$ cat config.mk
export PLATFORM = sky130hd
export DESIGN_NAME = mem_stage_ctrl
export DESIGN_NICKNAME = d
export VERILOG_FILES = /design/src/rtl/mem_stage_ctrl.sv
export SDC_FILE = /design/constraint.sdc
export NUM_CORES = 1
export LEC_CHECK = 0
export ABC_AREA = 1
export BUFFER_PORTS_ARGS = -buffer_cell sky130_fd_sc_hd__buf_2
export CORE_MARGIN = 2
export CORE_UTILIZATION = 30
export CTS_CLUSTER_SIZE = 40
export DETAILED_ROUTE_END_ITERATION = 10
export PLACE_DENSITY = 0.64
export RECOVER_POWER = 25
export SLEW_MARGIN = 20
export SYNTH_ARGS = -nofsm -noshare
export SYNTH_HDL_FRONTEND = slang
export SYNTH_SLANG_ARGS = --single-unit
$ cat constraint.sdc
create_clock -name clk_i -period 2.05 [get_ports clk_i]
set_input_delay 0.3075 -clock clk_i [delete_from_list [all_inputs] [get_ports clk_i]]
set_output_delay 0.3075 -clock clk_i [all_outputs]
set_load 0.05 [all_outputs]
$ cat src/rtl/mem_stage_ctrl.sv
// MEM stage controller: runs req/ack data-memory accesses and fills the MEM/WB register.
// Latency: MEM/WB outputs 1 cycle after the instruction leaves EX/MEM; a zero-wait ack adds no stall.
// Backpressure: stall_o (combinational) holds IF/ID/EX and EX/MEM while an access is outstanding.
//
// Ports:
//   clk_i, rst_i        clock, asynchronous active-low reset
//   WB_i, M_i           EX/MEM control (M_i[1] = MemRead, M_i[0] = MemWrite)
//   addr_i, data_i, rd_i  ALU result / address, store data, destination register
//   mem_req_o, mem_we_o, mem_addr_o, mem_wdata_o, mem_ack_i, mem_rdata_i  data-memory port
//   stall_o             upstream hold
//   WB_o, rd_o, alu_o, rdata_o  MEM/WB register
//   err_o               sticky timeout flag; only reset clears it
module mem_stage_ctrl #(
    parameter int unsigned TIMEOUT = 16
) (
    input  logic        clk_i,
    input  logic        rst_i,
    input  logic [1:0]  WB_i,
    input  logic [1:0]  M_i,
    input  logic [31:0] addr_i,
    input  logic [31:0] data_i,
    input  logic [4:0]  rd_i,
    output logic        mem_req_o,
    output logic        mem_we_o,
    output logic [31:0] mem_addr_o,
    output logic [31:0] mem_wdata_o,
    input  logic        mem_ack_i,
    input  logic [31:0] mem_rdata_i,
    output logic        stall_o,
    output logic [1:0]  WB_o,
    output logic [4:0]  rd_o,
    output logic [31:0] alu_o,
    output logic [31:0] rdata_o,
    output logic        err_o
);

    localparam logic [1:0] ST_IDLE = 2'd0;
    localparam logic [1:0] ST_WAIT = 2'd1;
    localparam logic [1:0] ST_ERR  = 2'd2;

    localparam logic [7:0] TIMEOUT_CNT = 8'(TIMEOUT);

    logic [1:0] state, state_nxt;
    logic [7:0] cnt, cnt_nxt;
    logic       access;
    logic       pure_load;

    assign access    = M_i[1] | M_i[0];
    // When both MemRead and MemWrite are set the write wins, so only a pure read returns data.
    assign pure_load = M_i[1] & ~M_i[0];

    assign mem_we_o    = M_i[0];
    assign mem_addr_o  = addr_i;
    assign mem_wdata_o = data_i;
    assign err_o       = (state == ST_ERR);

    always_comb begin
        state_nxt = state;
        cnt_nxt   = cnt;
        mem_req_o = 1'b0;
        stall_o   = 1'b0;
        case (state)
            ST_IDLE: begin
                // Ack in the same cycle as the request completes without leaving IDLE.
                mem_req_o = access;
                stall_o   = access & ~mem_ack_i;
                if (access && !mem_ack_i) begin
                    state_nxt = ST_WAIT;
                    cnt_nxt   = 8'd1;
                end
            end
            ST_WAIT: begin
                mem_req_o = 1'b1;
                stall_o   = ~mem_ack_i;
                if (mem_ack_i) begin
                    state_nxt = ST_IDLE;
                    cnt_nxt   = 8'd0;
                end else if (cnt == TIMEOUT_CNT) begin
                    // cnt counts WAIT cycles already spent; it saturates here, so never wraps.
                    state_nxt = ST_ERR;
                end else begin
                    cnt_nxt = cnt + 8'd1;
                end
            end
            ST_ERR: begin
                // Dead end: the pipeline stays frozen until reset.
                stall_o = 1'b1;
            end
            default: begin
                state_nxt = ST_IDLE;
                cnt_nxt   = 8'd0;
            end
        endcase
    end

    always_ff @(posedge clk_i or negedge rst_i) begin
        if (!rst_i) begin
            state <= ST_IDLE;
            cnt   <= 8'd0;
        end else begin
            state <= state_nxt;
            cnt   <= cnt_nxt;
        end
    end

    // MEM/WB register: a stalled cycle writes a bubble so nothing is retired twice.
    always_ff @(posedge clk_i or negedge rst_i) begin
        if (!rst_i) begin
            WB_o    <= 2'd0;
            rd_o    <= 5'd0;
            alu_o   <= 32'd0;
            rdata_o <= 32'd0;
        end else if (stall_o) begin
            WB_o    <= 2'd0;
            rd_o    <= 5'd0;
            alu_o   <= 32'd0;
            rdata_o <= 32'd0;
        end else begin
            WB_o    <= WB_i;
            rd_o    <= rd_i;
            alu_o   <= addr_i;
            rdata_o <= pure_load ? mem_rdata_i : 32'd0;
        end
    end

endmodule

==> key figures <==
Outcome
  – Status: finished clean

Power and ir drop
  – Switching Share: 24.9%
  – P_leak: 2.69 nW
  – Combinational share of power: 10.3%
  – P per Cell Area: 695 nW/µm²
  – P_sw: 869 µW
  – VDD IR max: 0.472 mV
  – Internal Power: 2.62 mW
  – Clock Power Share: 43.9%
  – Power, Total: 3.49 mW
  – Flop pwr share: 45.8%

Hold path
  – Worst Hold Class: input port to flip-flop
  – Worst Hold End: rd_o[4]
  – Hold path cells: 3
  – Min-Delay Startpoint: rd_i[4]

STA
  – Max Fclk: 526 MHz
  – Skew final: 4.78 ps
  – RSZ-0062 raised after global routing: no
  – Slew headroom: 40.6%
  – Setup tns final: 0 ps
  – Final hold vios: 0
  – Worst-margin pin slew: 890 ps
  – Fin crit share: 92.7%
  – Count of final max-slew check failures: 0
  – Final setup vio count: 0
  – Final Worst Setup Slack: 151 ps
  – Clock period minus final worst setup slack: 1900 ps

Place
  – Dpl ws: 461 ps
  – Placed insts: 681
  – Post-DP HPWL: 7.29 mm
  – Port Buffers: 182
  – Global placer's final weighted congestion: 0.808

Detailed routing
  – Final wirelength: 9.14 mm
  – Detailed Routing Iterations Pass 1: 4
  – Vias per cell: 4.06
  – Drt drc: 0
  – WL/cell: 13.1 µm
  – Final ANT Viol Nets: 0
  – Via count: 2,825
  – Iter 0 DRT Violations: 79

Floorplan
  – Die ar.: 15,000 µm²
  – Initial core utilization: 30.6%
  – Row count: 43
  – Die W: 122 µm
  – Die H: 122 µm
  – I/O Pins: 247
  – Core area: 13,800 µm²

Setup path
  – Worst setup SP type: flip-flop
  – Crit. End Element: output port
  – CP Data Arrival Time: 1590 ps
  – Reg2reg setup slack: 480 ps
  – Cell Chain, Critical Path: nor2_1, nand2_4, nand2_8, buf_2
  – Slowest-stage cell, CP: dfrtp_1
  – Crit-path max FO: 8
  – Worst reg2reg path depth: 5
  – Reg-to-reg endpoint: alu_o[8]
  – Setup CP Type: flip-flop to output port
  – Worst Setup SP: state[0]
  – Reg-to-reg critical path startpoint: state[0]
  – Max stage delay on crit path: 430 ps
  – Data required, critical path: 1740 ps

Clock network
  – Clk sinks: 81
  – Clock-pin slew of the registers on the worst-case setup and hold paths: 60 ps
  – Post-CTS setup buffers: 0
  – CTS H-Tree Depth: 3
  – CTS resizes: 0
  – Clk buf depth: 2
  – Hold buffer count at cts: 1
  – Root Driver: clkbuf_16
  – TritonCTS Buffers: 9
  – Worst skew pair latency: 330 ps
  – CTS tree: built

Finish
  – Leading cell type in the layout, fill and taps excluded: buf_2
  – Multi-input combinational cell area: 1310 µm²
  – Reg area: 2030 µm²
  – Fill cells: 1,426
  – Finished Layout Cells: 696
  – Layout cells sized above 1: 52.1%
  – Layout area overhead: 19.5%
  – Final Net Count: 623
  – Number of diodes: 0
  – Most frequent cells in the layout: 172 x buf_2, 81 x dfrtp_1, 69 x nor2_4

GRT
  – First-pass GRT wire length: 14.1 mm
  – GRT met2 Usage: 22.5%
  – Remaining Overflow, GRT: 0
  – Grt met1 use: 12.9%
  – Largest net degree at the start of global routing: 48
  – Initial antenna violation count: 0
  – Vias in the first global route: 2,863
  – Global route hottest layer: met2
  – All-layer global routing usage: 12.5%
  – Met3 Track Usage GR: 5.16%

Synth
  – Cells after Synth: 392
  – Syn. warnings: 0
  – Most common flop cell mapped by yosys: dfrtp_1
  – Syn avg cell area: 10.7 µm²
  – Mapped Area: 4210 µm²
  – Syn Nets: 502
  – Seq/Total Area, Yosys: 48.2%
  – Synthesized flop and latch total: 81
  – EDFF count, synth: 0
  – Fraction of registers with async set/reset: 100%
  – Count of unique library cells instantiated by Yosys: 21

Flow run
  – Max-Cap Viols: 0
area by class of cell:
cell class	count	area share (%)
multi-input combinational	176	26.0
clock buffer	11	4.63
tap	180	4.48
inverter	55	4.11
clock inverter	3	0.871
sequential	81	40.3
timing repair buffer	190	19.6
layer usage:
metal  routed length, µm  share of wire, %
met2                5000                55
met3                 767               8.4
met4                 148               1.6
met5                   0                 0
met1                3220                35
power by group through the flow:
| stage | Clock (mW) | Sequential (mW) | Combinational, mW |
|---|---|---|---|
| after floorplan | 0 | 1.63 | 0.424 |
| after global placement | 0 | 1.63 | 0.363 |
| after detailed placement | 0 | 1.63 | 0.366 |
| after CTS | 1.60 | 1.60 | 0.369 |
| after global routing | 1.67 | 1.60 | 0.387 |
| final | 1.53 | 1.60 | 0.359 |
metrics by stage:
| step | hold slack [ps] | utilization [%] | cell area, µm² |
|---|---|---|---|
| after global placement | 285 | 34.5 | 4750 |
| after floorplan | 11.9 | - | 4210 |
| after CTS | 162 | 36.6 | 5040 |
| after detailed placement | 293 | 34.5 | 4750 |
| final | 180 | 36.5 | 5030 |
| after global routing | 171 | 36.5 | 5030 |
flip-flops by register name, summed over array words and instances (netlist names):
signal	flops
state	2
rdata_o	32
WB_o	2
alu_o	32
rd_o	5
cnt	8
critical path, delay by kind of cell, from the launching register on:
family / cells / cell delay (ps)
buf+inv: 1 / 280
flops: 1 / 430
simple gates: 3 / 530
worst max-delay path by stage:
stage | cells past startpoint | to
floorplan | 4 | stall_o
global placement | 7 | stall_o
detailed placement | 8 | alu_o[8]
CTS | 6 | stall_o
global route | 6 | stall_o
finish | 4 | stall_o
cells by family (layout without fill, tap and decap cells):
logic type / count (synthesis) / count (layout) / share of synthesized area [%]
flops: 81 / 81 / 48.2
buf+inv: 135 / 259 / 20.8
compound gates: 9 / 9 / 1.07
fa+ha+maj: 2 / 2 / 0.595
simple gates: 165 / 165 / 29.3
Yosys cell counts, types with 2 or more instances:
cell / count / area share (%)
ha_1: 2 / 0.59
nand3_1: 41 / 4.9
nor2_1: 12 / 1.1
nand4_1: 3 / 0.45
dfrtp_1: 81 / 48
nor2_2: 2 / 0.30
clkbuf_1: 6 / 0.54
nand2_2: 3 / 0.45
nor2_4: 69 / 18
buf_12: 7 / 3.3
inv_1: 54 / 4.8
buf_4: 66 / 12
o21ai_0: 2 / 0.24
nand2_1: 32 / 2.9
o21ai_1: 6 / 0.71
(Power assumes the default switching activity.)
